==> src/rtl/redux_pkg.sv <==
// Shared sizing helpers for the pipelined M-operand carry-save adder.
// redux_levels(M)  : number of registered 3:2 levels needed to reach 2 terms
// redux_width(W,M) : result width that holds the exact sum of M W-bit operands
// redux_terms(M,k) : term count left after k levels
package redux_pkg;

  function automatic int clog2(input int v);
    int r;
    r = 0;
    for (int i = 0; i < 31; i++)
      if ((1 << i) < v) r = i + 1;
    return r;
  endfunction

  function automatic int redux_width(input int w, input int m);
    return w + clog2(m);
  endfunction

  function automatic int redux_terms(input int m, input int k);
    int n;
    n = m;
    for (int i = 0; i < k; i++) n = 2 * (n / 3) + n % 3;
    return n;
  endfunction

  function automatic int redux_levels(input int m);
    int n;
    int l;
    n = m;
    l = 0;
    for (int i = 0; i < 64; i++)
      if (n > 2) begin
        n = 2 * (n / 3) + n % 3;
        l++;
      end
    return l;
  endfunction

endpackage

==> src/rtl/redux_stage.sv <==
// One registered reduction level plus the 3:2 cell it is built from.
// redux_3     : a,b,c -> s (sum word), cy (carry word shifted left 1, truncated)
// redux_stage : clk, rst_n (sync, active low), en (advance), d_vld/d (N terms in),
//               q_vld/q (redux_terms(N,1) terms out). Leftover N%3 terms pass
//               straight to the register.
module redux_3 #(
  parameter int OW = 11
) (
  input  logic [OW-1:0] a,
  input  logic [OW-1:0] b,
  input  logic [OW-1:0] c,
  output logic [OW-1:0] s,
  output logic [OW-1:0] cy
);
  assign s  = a ^ b ^ c;
  // Carry weight is one bit up; the dropped MSB is harmless since all math is mod 2^OW.
  assign cy = ((a & b) | (a & c) | (b & c)) << 1;
endmodule

module redux_stage
  import redux_pkg::*;
#(
  parameter  int OW = 11,
  parameter  int N  = 8,
  localparam int NO = redux_terms(N, 1)
) (
  input  logic            clk,
  input  logic            rst_n,
  input  logic            en,
  input  logic            d_vld,
  input  logic [N*OW-1:0] d,
  output logic            q_vld,
  output logic [NO*OW-1:0] q
);
  localparam int NC = N / 3;
  localparam int NR = N % 3;

  logic [NO-1:0][OW-1:0] nxt;

  for (genvar i = 0; i < NC; i++) begin : g_csa
    redux_3 #(.OW(OW)) u_csa (
      .a (d[(3*i)*OW +: OW]),
      .b (d[(3*i+1)*OW +: OW]),
      .c (d[(3*i+2)*OW +: OW]),
      .s (nxt[2*i]),
      .cy(nxt[2*i+1])
    );
  end

  for (genvar j = 0; j < NR; j++) begin : g_pass
    assign nxt[2*NC+j] = d[(3*NC+j)*OW +: OW];
  end

  always_ff @(posedge clk) begin
    if (!rst_n) begin
      q_vld <= 1'b0;
      q     <= '0;
    end else if (en) begin
      q_vld <= d_vld;
      q     <= nxt;
    end
  end
endmodule

==> src/rtl/redux_pipe.sv <==
// Pipelined, flow-controlled M-operand adder (carry-save tree, one register per level).
// clock, reset_n (sync, active low)
// in_valid/in_ready/x : operand set, x[i] = x[i*W +: W]
// out_valid/out_ready/q : result, q[j] = q[j*OW +: OW]
//   FINAL=1: q[0] = sum, q[1] = 0;  FINAL=0: q[0]+q[1] = sum mod 2^OW
// A single global stall (out_valid & ~out_ready) freezes every stage.
module redux_pipe
  import redux_pkg::*;
#(
  parameter  int W      = 8,
  parameter  int M      = 8,
  parameter  int SIGNED = 0,
  parameter  int FINAL  = 1,
  localparam int OW     = redux_width(W, M)
) (
  input  logic            clock,
  input  logic            reset_n,
  input  logic            in_valid,
  output logic            in_ready,
  input  logic [W*M-1:0]  x,
  output logic            out_valid,
  input  logic            out_ready,
  output logic [2*OW-1:0] q
);
  localparam int L   = redux_levels(M);
  localparam int LAT = L + ((FINAL != 0) ? 1 : 0);

  logic                  stall;
  logic [LAT:0]          vld_pipe;
  logic [M-1:0][OW-1:0]  x_ext;
  logic [2*OW-1:0]       cs;

  assign stall     = out_valid & ~out_ready;
  assign in_ready  = ~stall;
  assign out_valid = vld_pipe[LAT];
  // No stall means the set is taken, so the raw in_valid can enter the pipe.
  assign vld_pipe[0] = in_valid;

  for (genvar i = 0; i < M; i++) begin : g_ext
    assign x_ext[i] = {{(OW-W){(SIGNED != 0) ? x[i*W+W-1] : 1'b0}}, x[i*W +: W]};
  end

  for (genvar k = 0; k < L; k++) begin : g_lvl
    localparam int NI = redux_terms(M, k);
    localparam int NO = redux_terms(M, k + 1);
    logic [NI*OW-1:0] d_w;
    logic [NO*OW-1:0] q_w;
    if (k == 0) begin : g_first
      assign d_w = x_ext;
    end else begin : g_next
      assign d_w = g_lvl[k-1].q_w;
    end
    redux_stage #(.OW(OW), .N(NI)) u_stage (
      .clk  (clock),
      .rst_n(reset_n),
      .en   (~stall),
      .d_vld(vld_pipe[k]),
      .d    (d_w),
      .q_vld(vld_pipe[k+1]),
      .q    (q_w)
    );
  end

  assign cs = g_lvl[L-1].q_w;

  if (FINAL != 0) begin : g_cpa
    logic [OW-1:0] sum_r;
    logic          vld_r;
    always_ff @(posedge clock) begin
      if (!reset_n) begin
        sum_r <= '0;
        vld_r <= 1'b0;
      end else if (!stall) begin
        sum_r <= cs[OW-1:0] + cs[2*OW-1:OW];
        vld_r <= vld_pipe[L];
      end
    end
    assign vld_pipe[LAT] = vld_r;
    assign q = {{OW{1'b0}}, sum_r};
  end else begin : g_cs
    assign q = cs;
  end
endmodule

==> config.mk <==
export PLATFORM = sky130hd
export DESIGN_NAME = redux_pipe
export DESIGN_NICKNAME = d
export VERILOG_FILES = /design/src/rtl/redux_pkg.sv /design/src/rtl/redux_stage.sv /design/src/rtl/redux_pipe.sv
export SDC_FILE = /design/constraint.sdc
export NUM_CORES = 1
export LEC_CHECK = 0
export ABC_AREA = 1
export CAP_MARGIN = 20
export CORE_MARGIN = 5
export CORE_UTILIZATION = 58
export DETAILED_ROUTE_END_ITERATION = 10
export PLACE_DENSITY_LB_ADDON = 0.15
export SLEW_MARGIN = 20
export SYNTH_ARGS = -nofsm -noshare
export SYNTH_HDL_FRONTEND = slang
export SYNTH_SLANG_ARGS = --single-unit
==> constraint.sdc <==
create_clock -name clock -period 3.1 [get_ports clock]
set_input_delay 0.31 -clock clock [delete_from_list [all_inputs] [get_ports clock]]
set_output_delay 0.31 -clock clock [all_outputs]
set_load 0.05 [all_outputs]
; Yosys cells after proc, flatten, opt, wreduce, memory -nomap -nowiden
; Cells that the tools add are included.
[op_classes]
n_addsub = 1
bitwise = 45
[ops]
columns = cell, n
row1 = AND 10 bit, 9
row2 = OR 10 bit, 7
row3 = bitwise XOR 11 bit, 6
row4 = AND 8 bit, 7
row5 = bitwise XOR 11 x 8 -> 11 bit, 4
row6 = OR 8 bit, 4
row7 = AND 10 x 8 -> 10 bit, 2
row8 = bitwise XOR 8 bit, 2
row9 = adder 11 bit, 1
row10 = OR 10 x 8 -> 10 bit, 1
row11 = NOT 1 bit, 2
row12 = AND 1 bit, 1
[totals]
reg_bits = 168
input_bits = 68
output_inout_bits = 24
word_cells = 56

; Logic depth before layout (Yosys ltp)
; Gate-level depths: netlist of run 1.
[depth]
word_depth = 3
ltp_mapped = 10

; Hierarchy
; From an unflattened synthesis of run 1, not the netlist that was laid out.
[hier_totals]
hier_cells = 1370
hier_area_um2 = 9594.2
[modules_own_cells]
columns = module, instances, cells_per_inst, area_per_inst_um2
row1 = redux_stage (g_lvl[0].u_stage), 1, 424, 2753.9
row2 = redux_stage (g_lvl[1].u_stage), 1, 285, 1880.6
row3 = redux_3, 6, 21, 246.5
row4 = redux_stage (g_lvl[2].u_stage), 1, 216, 1403.8
row5 = redux_pipe, 1, 174, 1118.6
row6 = redux_stage (g_lvl[3].u_stage), 1, 145, 958.4

; Least setup slack after synthesis of run 1
; Ideal clock, no wire load.
[synth_path]
kind = register -> output
startpoint = register g_cpa.vld_r (netlist: out_valid)
endpoint = output in_ready
t_arrival_ns = 1.207
slack_ns = 1.583
stages_incl_launch_ff = 5
n_path_buf = 1
path_cell_list = dfxtp_1 -> inv_1 -> nor2_4 -> inv_2 -> buf_2
[synth_between]
elab_chain_cells = 2
[synth_lines]
columns = item, line_no
row1 = from (decl), redux_pipe.sv:68  ; logic vld_r;
row2 = from (signal assigned), redux_pipe.sv:75  ; vld_r <= vld_pipe[L];
row3 = AND 1 bit, redux_pipe.sv:33  ; assign stall = out_valid & ~out_ready;
row4 = NOT 1 bit, n/a
row5 = to (decl), redux_pipe.sv:19  ; output logic in_ready,
; No other way between the ends.

; Worst setup path in the final report of run 1
[layout_path]
startpoint = register g_cpa.sum_r[6]
endpoint = output q[6]
[layout_lines]
columns = item, line_no
row1 = from (decl), redux_pipe.sv:67  ; logic [OW-1:0] sum_r;
row2 = from (signal assigned), redux_pipe.sv:74  ; sum_r <= cs[OW-1:0] + cs[2*OW-1:OW];
row3 = to (decl), redux_pipe.sv:23  ; output logic [2*OW-1:0] q
; No word-level cell between the ends.

==> qor.yml, run 1 <==
placement:
  io_buffers: 80
  placed_cell_area_um2: 7042
  gp_congestion: 0.8408
  place_inst: 914
  dpl.hpwl_um: 8874
floorplanning:
  die_y_um: 114.0
  core-area_um2: 10750
  die_area_um2: 13000
  die_w_um: 114.0
  std_cell_rows: 38
  pin_count: 92
  start_util: 0.5842
route:
  drc: 0
  drt-initial-drc-count: 239
  vias: 4887
  wire_per_inst_um: 13.65
  wl_um: 12900
  dr.pass1.iters: 4
  via_per_inst: 5.171
  ant_nets: 0
critical_path:
  crit_family: "buffers and inverters"
  r2r_slack_ns: 1.43
  slowest_delay_ns: 0.81
  worst-path-buf-inv: 1
  critPathSlowestCell: "clkdlybuf4s50_1"
  cp_cell_sequence: "clkdlybuf4s50_1"
  worstPathMaxFanout: 2
  worstPathRequired_ns: 2.79
  crit_arrival_ns: 1.69
  end_kind: "output port"
  crit_type: "flip-flop to output port"
  reg2reg_from: "g_lvl[3].u_stage.q[2]$_SDFFE_PN0N_"
  crit_start: "g_cpa.sum_r[6]$_SDFFE_PN0N_"
  startpoint_type: "flip-flop"
timing:
  setup_violations: 0
  worstMarginPinSlew_ns: 0.6418
  fin_crit_sh: 0.6457
  slew_viol_final: 0
  relSlewSlack: 0.5722
  finalSetupTns_ns: 0
  timing.fmax_ghz: 0.4996
  final_hold_viol_count: 0
  worst_hold_slack_ns: 0.3403
  fin_skew_ns: 0.01719
  rsz0062_at_grt: "false"
  finalCriticalPeriod_ns: 2.002
clock_network:
  root_buffer: "clkbuf_8"
  cts_resized: 0
  clock_sinks: 142
  ctsHoldBuffers: 0
  postCtsSetupRepairBufs: 0
  insertion_delay_ns: 0.54
  htreeDepth: 4
  cts_tree: "done"
  cts_buffers: 17
  clk_pin_slew_ns: 0.06
  cts_buffer_depth: 2
yosys:
  synthCells: 732
  yosysSeqAreaShare: 0.4529
  synthArstFlopShare: 0
  synth_top_area_frac: 0.4529
  ys_top_cells_by_area: "dfxtp_1, nor2_1, fa_1"
  yosys.area.top_type: "dfxtp_1"
  syn_avg_cell_area_um2: 8.576
  synthFlopType: "dfxtp_1"
  synth_cell_types: 24
  yosysWarnings: 0
  synth_seq_cells: 142
  syn_area_um2: 6277
  synth_edf_count: 0
grt:
  antenna_found_initial: 0
  grt_usage: 0.2144
  overflow: 0
  grt_pass1_vias: 4927
  grt_start_max_net_pins: 110
  grt_pass1_wl_um: 22160
layout:
  multi_input_area_um2: 3065
  fin_nets: 919
  area_growth_pct: 21.57
  fin_area_um2: 7631
  layout.cells.non_filler: 945
  fillCellCount: 812
  drive_above_1_share: 0.05466
  regArea_um2: 2843
  antenna_cells: 0
power_and_ir_drop:
  power.total_mw: 4.750
  power_density_nw_per_um2: 622.5
  ir_worst_vdd_mv: 0.4182
  leakagePower_nw: 3.673
worst_hold_path:
  hp-class: "input port to flip-flop"
  hp-start: "reset_n"
flow_run:
  max_cap_viol_count: 0
status:
  status: "finished, final reports clean"
-- worst reg2reg max path, cell delays in order, from the launching register on --
cell and delay (ns):
dfxtp_1 0.31, ha_1 0.24, fa_1 0.42, nand2_1 0.09
nand2_1 0.08, nand3b_1 0.12, nand2_1 0.09, nand2_1 0.06
nand3_1 0.07, nand2_1 0.08, inv_1 0.04
-- kinds of logic after synthesis --
group	after synthesis	synth area share
xor+xnor	3	0.004187
buf+inv	76	0.06478
compound gates	150	0.1212
fa+ha+maj	58	0.1718
flops	142	0.4529
other cells	1	0.0005974
simple gates	302	0.1846
-- registers in the layout, indices dropped and copies added (netlist names) --
name and cells:
g_lvl.u_stage.q 126, g_lvl.u_stage.q_vld 4, g_cpa.sum_r 11, out_valid 1
-- cell type report --
type	instances	area share
timing repair buffer	88	0.1154
clock buffer	17	0.05427
inverter	20	0.01017
tap	140	0.02295
multi-input combinational	524	0.4017
clock inverter	14	0.02295
sequential	142	0.3725
-- report_power, final --
group	switching, mW	internal (mW)	leakage (nW)	total, mW
Sequential	0.131	2.00	1.17	2.13
Clock	0.747	1.29	0.292	2.03
Combinational	0.318	0.265	2.21	0.583
Total	1.20	3.55	3.67	4.75
-- path summary, 6_finish.rpt --
path                                               to  depth (start not counted)
hold reg to reg   g_lvl[3].u_stage.q_vld$_SDFFE_PN0N_                          2
setup reg to reg          g_cpa.sum_r[8]$_SDFFE_PN0N_                         10
setup / recovery                                 q[6]                          1
hold / removal    g_lvl[1].u_stage.q[30]$_SDFFE_PN0N_                          3
-- synthesized netlist by cell type (2+ instances only) --
cell,instances
o21ai_0,73
buf_2,25
clkbuf_1,12
nor2_1,268
a21oi_1,5
o21ai_1,68
nand3_1,9
o21bai_1,2
nand2_1,22
ha_1,11
inv_1,19
xnor2_1,2
fa_1,47
dfxtp_1,142
buf_4,14
buf_6,5
-- per-layer routing --
layer,routed length [µm],GRT usage,vias up
li1,-,-,2438
met1,5426,0.2550,2328
met2,6706,0.3755,106
met3,583,0.05305,15
met4,180,0.07838,0
met5,0,0,-
-- metrics by stage --
stage / utilization / setup slack [ns]
3_5_place_dp: 0.6553 / 1.180
4_1_cts: 0.7102 / 1.088
3_3_place_gp: 0.6553 / 1.228
6_report: 0.7102 / 1.098
2_1_floorplan: - / 1.583
5_1_grt: 0.7102 / 1.053
-- cells in the final DEF (no fill, tap or decap), types with 4 or more instances in the layout --
cell type	count
conb_1	11
nand2_1	22
clkinv_2	8
clkdlybuf4s50_1	78
dfxtp_1	142
inv_1	19
clkbuf_16	16
fa_1	47
nand3_1	9
a21oi_1	5
ha_1	11
buf_4	8
bufinv_16	4
o21ai_0	73
nor2_1	268
o21ai_1	68
Power figures use the tool's default switching activity.
==> inputs of run 2 (changes only) <==
--- a/config.mk
+++ b/config.mk
@@ -8,7 +8,7 @@
 export ABC_AREA = 1
 export CAP_MARGIN = 20
 export CORE_MARGIN = 5
-export CORE_UTILIZATION = 58
+export CORE_UTILIZATION = 49
 export DETAILED_ROUTE_END_ITERATION = 10
 export PLACE_DENSITY_LB_ADDON = 0.15
 export SLEW_MARGIN = 20
==> constraint.sdc (replaced) <==
create_clock -name clock -period 1.8 [get_ports clock]
set_input_delay 0.18 -clock clock [delete_from_list [all_inputs] [get_ports clock]]
set_output_delay 0.18 -clock clock [all_outputs]
set_load 0.05 [all_outputs]
==> run 2 against run 1 <==
Against the previous run: power rose by 74%; sequential power rose by 72%; global-route usage fell by 2.7 points; worst hold slack got worse by 0.14 ns; cell count rose by 3.8%; combinational power rose by 75%; register-to-register slack got worse by 1.2 ns.
==> qor.yml, run 2 (synthesis results as in run 1) <==
status:
  status: "finished, final reports clean"
worst_hold_path:
  hp-class: "input port to flip-flop"
timing:
  slew_viol_final: 0  # unchanged
  final_hold_viol_count: 0  # unchanged
  finalCriticalPeriod_ns: 1.743
  setup_violations: 0  # unchanged
  worstMarginPinSlew_ns: 0.5185  # -0.1232 ns
  rsz0062_at_grt: "false"
  relSlewSlack: 0.6543  # +0.08217
  timing.fmax_ghz: 0.5736
  finalSetupTns_ns: 0  # unchanged
  fin_skew_ns: 0.007123  # -0.01007 ns
  fin_crit_sh: 0.9685
layout:
  utilization: 0.6173  # -0.09285
  regArea_um2: 2843  # unchanged
  largest_reg_flops: 126  # unchanged
  layout_common_cells: "nor2_1, dfxtp_1, o21ai_0, clkdlybuf4s50_1, o21ai_1"
  drive_above_1_share: 0.06180  # +0.007146
  layout_commonest_cell: "nor2_1"
  multi_input_area_um2: 3065  # unchanged
  area_growth_pct: 23.60
  antenna_cells: 0  # unchanged
  regMostFlops: "g_lvl.u_stage.q"
  fin_area_um2: 7759  # +1.7%
  fin_nets: 922  # +0.33%
  fillCellCount: 1057  # +30%
  reg.largest.list: "g_lvl.u_stage.q: 126 flops, g_cpa.sum_r: 11 flops, g_lvl.u_stage.q_vld: 4 flops"
route:
  via_per_inst: 4.811  # -7.0%
  ant_nets: 0  # unchanged
  wire_per_inst_um: 13.29  # -2.6%
  vias: 4720  # -3.4%
  dr.pass1.iters: 4  # unchanged
  drc: 0  # unchanged
  wl_um: 13040  # +1.1%
  drt-initial-drc-count: 322  # +35%
critical_path:
  end_kind: "output port"
  slowest_delay_ns: 0.82  # about the same
  worst-path-buf-inv: 1  # unchanged
  worstPathMaxFanout: 2  # unchanged
  cp_cell_sequence: "clkdlybuf4s50_1"
  crit_arrival_ns: 1.56  # -0.13 ns
  startpoint_type: "flip-flop"
  worstPathRequired_ns: 1.62  # -1.17 ns
  crit_family: "buffers and inverters"
  critPathSlowestCell: "clkdlybuf4s50_1"
  crit_type: "flip-flop to output port"
grt:
  grt_pass1_wl_um: 22140  # about the same
  antenna_found_initial: 0  # unchanged
  grt_usage: 0.1871  # -0.02730
  grt_pass1_vias: 4726  # -4.1%
  grt_start_max_net_pins: 85  # -23%
  overflow: 0  # unchanged
flow_run:
  max_cap_viol_count: 0  # unchanged
placement:
  dpl.hpwl_um: 9170  # +3.3%
  io_buffers: 80  # unchanged
  gp_congestion: 0.8091  # -3.8%
  placed_cell_area_um2: 7124  # +1.2%
clock_network:
  ctsHoldBuffers: 0  # unchanged
  htreeDepth: 4  # unchanged
  cts_buffer_depth: 2  # unchanged
  root_buffer: "clkbuf_16"
  insertion_delay_ns: 0.42  # -0.12 ns
  clock_sinks: 142  # unchanged
  cts_buffers: 17  # unchanged
  cts_tree: "done"
  clk_pin_slew_ns: 0.05  # about the same
power_and_ir_drop:
  leakagePower_nw: 3.752  # +2.1%
  ir_worst_vdd_mv: 0.6101  # +46%
  power_density_nw_per_um2: 1067  # +71%
floorplanning:
  die_w_um: 123.2  # +8.0%
  std_cell_rows: 41  # +7.9%
  core-area_um2: 12570  # +17%
  die_area_um2: 15170  # +17%
  pin_count: 92  # unchanged
  start_util: 0.4995  # -0.08473
  die_y_um: 123.2  # +8.0%
-- run 2: cell count changes in the layout (fill, tap and decap cells not counted), moves of 2 or more --
| cell | before | now |
|---|---|---|
| clkinv_2 | 8 | 1 |
| clkbuf_8 | 1 | 7 |
| clkdlybuf4s50_1 | 78 | 73 |
| buf_4 | 8 | 11 |
| clkinvlp_4 | 2 | 5 |
| dlymetal6s2s_1 | 0 | 3 |
| buf_12 | 2 | 4 |
| bufinv_16 | 4 | 2 |
-- run 2: where the power goes --
group	leakage (nW)	total, mW	switching (mW)	internal (mW)
Combinational	2.29	1.02	0.549	0.470
Sequential	1.17	3.67	0.228	3.45
Clock	0.293	3.59	1.29	2.30
-- run 2: worst register-to-register path: cells and delay by family, from the launching register on --
family                   cells  cell delay [ns]
buffers and inverters        1             0.03
AND/OR/NAND/NOR              7             0.54
flip-flops                   1             0.31
adder cells (fa/ha/maj)      2             0.62
-- run 2: worst paths after layout --
path                                                          start                                   to  slack (ns)  cells after the start
worst max register to register   g_lvl[3].u_stage.q[2]$_SDFFE_PN0N_          g_cpa.sum_r[8]$_SDFFE_PN0N_        0.20                     10
worst max-delay path                         out_valid$_SDFFE_PN0N_                            out_valid        0.06                      1
worst min-delay path                                        reset_n               out_valid$_SDFFE_PN0N_        0.20                      2
worst min register to register  g_lvl[3].u_stage.q_vld$_SDFFE_PN0N_  g_lvl[3].u_stage.q_vld$_SDFFE_PN0N_        0.45                      2
-- run 2: per-layer routing --
metal | part of all wire | wire (µm) | vias to the layer above | GRT usage
met4 | 0.016 | 214 | 0 | 0.07059
met2 | 0.47 | 6165 | 89 | 0.3011
met3 | 0.046 | 605 | 19 | 0.04895
met5 | 0 | 0 | - | 0
li1 | - | - | 2446 | -
met1 | 0.46 | 6051 | 2166 | 0.2428
-- run 2: per-stage QoR --
step	setup slack [ns]	total power [mW]	instances	hold slack (ns)
after floorplan	0.2927	4.336	742	0.3274
after global placement	0.1587	4.737	949	0.4411
after detailed placement	0.1255	4.770	949	0.4504
after CTS	0.002004	8.373	981	0.1797
after global routing	0.003511	8.689	981	0.2101
final	0.05671	8.282	981	0.2022
-- run 2: cell type report --
class,instances,share of cell area
Tap cell,172,0.02774
Multi-Input combinational cell,524,0.3951
Clock inverter,8,0.01322
Sequential cell,142,0.3664
Timing Repair Buffer,91,0.1200
Clock buffer,24,0.06725
Inverter,20,0.01032
-- run 2: timing repair --
item / in CTS / in global routing
setup endpoints to repair: 1 / 3
setup buffers: 0 / 0
gates resized for setup: 1 / 3
==> inputs of run 3 (changes only) <==
--- a/config.mk
+++ b/config.mk
@@ -7,10 +7,10 @@
 export LEC_CHECK = 0
 export ABC_AREA = 1
 export CAP_MARGIN = 20
-export CORE_MARGIN = 5
+export CORE_ASPECT_RATIO = 1.4
 export CORE_UTILIZATION = 49
 export DETAILED_ROUTE_END_ITERATION = 10
-export PLACE_DENSITY_LB_ADDON = 0.15
+export PLACE_DENSITY = 0.82
 export SLEW_MARGIN = 20
 export SYNTH_ARGS = -nofsm -noshare
 export SYNTH_HDL_FRONTEND = slang
==> run 3 against run 2 <==
Against the previous run: the flow now finishes with violations (design-rule violations); global-route usage is 2.7 points higher; die area is 13% lower; combinational power hardly changed; wire length is 0.87% higher; clock skew hardly changed; sequential power hardly changed; maximum frequency is 0.15% lower; power is 0.99% lower; critical endpoint is now q[6]; highest routed layer unchanged.
==> qor.yml, run 3 (synthesis results as in run 1) <==
status:
  status: "complete, but fails checks"
  failed_checks: "design-rule violations"
clock_network:
  cts_buffer_depth: 2  # unchanged
  htreeDepth: 4  # unchanged
  cts_buffers: 17  # unchanged
  postCtsSetupRepairBufs: 0  # unchanged
  clk_pin_slew_ns: 0.06  # about the same
  root_buffer: "clkbuf_16"
  ctsHoldBuffers: 0  # unchanged
  clock_sinks: 142  # unchanged
  cts_tree: "done"
  insertion_delay_ns: 0.41  # about the same
layout:
  area_growth_pct: 22.88
  regMostFlops: "g_lvl.u_stage.q"
  layout_commonest_cell: "nor2_1"
  largest_reg_flops: 126  # unchanged
  fin_nets: 920  # -0.22%
  layout_common_cells: "nor2_1, dfxtp_1, clkdlybuf4s50_1"
  antenna_cells: 0  # unchanged
  reg.largest.list: "g_lvl.u_stage.q: 126 flops, g_cpa.sum_r: 11 flops, g_lvl.u_stage.q_vld: 4 flops"
  drive_above_1_share: 0.04957  # -0.01224
grt:
  overflow: 0  # unchanged
  antenna_found_initial: 0  # unchanged
  grt_pass1_vias: 4780  # +1.1%
  grt_pass1_wl_um: 22110  # about the same
  grt_start_max_net_pins: 62  # -27%
  grt_usage: 0.2145  # +0.02746
power_and_ir_drop:
  leakagePower_nw: 3.724  # -0.76%
  ir_worst_vdd_mv: 0.5376  # -12%
  power_density_nw_per_um2: 1063  # -0.41%
floorplanning:
  die_area_um2: 13270  # -13%
  core-area_um2: 12430  # -1.1%
  die_w_um: 97.66  # -21%
  die_y_um: 135.9  # +10%
  start_util: 0.5049  # +0.005479
  pin_count: 92  # unchanged
  std_cell_rows: 48  # +17%
timing:
  finalCriticalPeriod_ns: 1.746  # +0.002696 ns
  fin_crit_sh: 0.9700  # +0.001498
  timing.fmax_ghz: 0.5727  # -0.15%
  fin_ws_ns: 0.05401  # -0.002696 ns
  worstMarginPinSlew_ns: 0.5070  # -0.01154 ns
  finalSetupTns_ns: 0  # unchanged
  slew_viol_final: 0  # unchanged
  final_hold_viol_count: 0  # unchanged
  setup_violations: 0  # unchanged
  relSlewSlack: 0.6610  # +0.006637
  fin_skew_ns: 0.006672  # -0.0004510 ns
  rsz0062_at_grt: "false"
route:
  drc: 2  # +2
  vias: 4828  # +2.3%
  drt-initial-drc-count: 275  # -15%
  dr.pass1.iters: 7  # +3
  via_per_inst: 5.045  # +4.9%
  ant_nets: 0  # unchanged
  wl_um: 13150  # +0.87%
  wire_per_inst_um: 13.74  # +3.4%
worst_hold_path:
  hp-class: "input port to flip-flop"
critical_path:
  critPathSlowestCell: "clkdlybuf4s50_1"
  worstPathMaxFanout: 2  # unchanged
  cp_cell_sequence: "clkdlybuf4s50_1"
  worstPathRequired_ns: 1.62  # about the same
  end_kind: "output port"
  startpoint_type: "flip-flop"
  crit_family: "buffers and inverters"
  crit_type: "flip-flop to output port"
  crit_arrival_ns: 1.57  # about the same
  slowest_delay_ns: 0.81  # about the same
  worst-path-buf-inv: 1  # unchanged
placement:
  dpl.hpwl_um: 8885  # -3.1%
  post-place-ws_ns: 0.1477  # +0.02214 ns
  io_buffers: 80  # unchanged
  gp_congestion: 0.8311  # +2.7%
flow_run:
  max_cap_viol_count: 0  # unchanged
==> run 3: worst paths after layout <==
kind	start	endpoint	slack (ns)	depth (start not counted)
max	g_cpa.sum_r[6]$_SDFFE_PN0N_	q[6]	0.05	1
min	reset_n	g_lvl[1].u_stage.q[19]$_SDFFE_PN0N_	0.26	3
max reg2reg	g_lvl[3].u_stage.q[2]$_SDFFE_PN0N_	g_cpa.sum_r[8]$_SDFFE_PN0N_	0.15	10
min reg2reg	g_lvl[3].u_stage.q_vld$_SDFFE_PN0N_	g_lvl[3].u_stage.q_vld$_SDFFE_PN0N_	0.48	2
==> run 3: power breakdown <==
| group | internal (mW) | total, mW | switching [mW] |
|---|---|---|---|
| logic | 0.477 | 1.03 | 0.555 |
| clock network | 2.24 | 3.49 | 1.25 |
| registers | 3.45 | 3.68 | 0.230 |
==> run 3: timing repair <==
action / 4_1_cts / 5_1_grt
cloned: 0 / 0
resized for setup: 1 / 2
setup endpoints to repair: 1 / 2
==> run 3: stage by stage <==
step           utilization  total power, mW  instance area, µm²  std cells  hold slack, ns
2_1_floorplan            -            4.336                6315        742          0.3274
3_3_place_gp        0.5731            4.708                7124        925          0.4489
3_5_place_dp        0.5731            4.765                7124        925          0.4658
4_1_cts             0.6201            8.250                7709        957          0.2365
5_1_grt             0.6205            8.545                7714        957          0.2766
6_report            0.6205            8.200                7714        957          0.2618
==> run 3: final cells by class <==
class                           count  area [µm²]
Clock buffer                       25       475.5
Clock inverter                      7       110.1
Fill cell                         995        4718
Inverter                           20       80.08
Multi-Input combinational cell    524        3065
Sequential cell                   142        2843
Tap cell                          150       187.7
Timing Repair Buffer               89       952.2
==> run 3: layer usage <==
metal,share of wire,GRT usage
met2,0.53,0.3924
met1,0.40,0.2326
met5,0,0
met3,0.034,0.04987
met4,0.037,0.1052
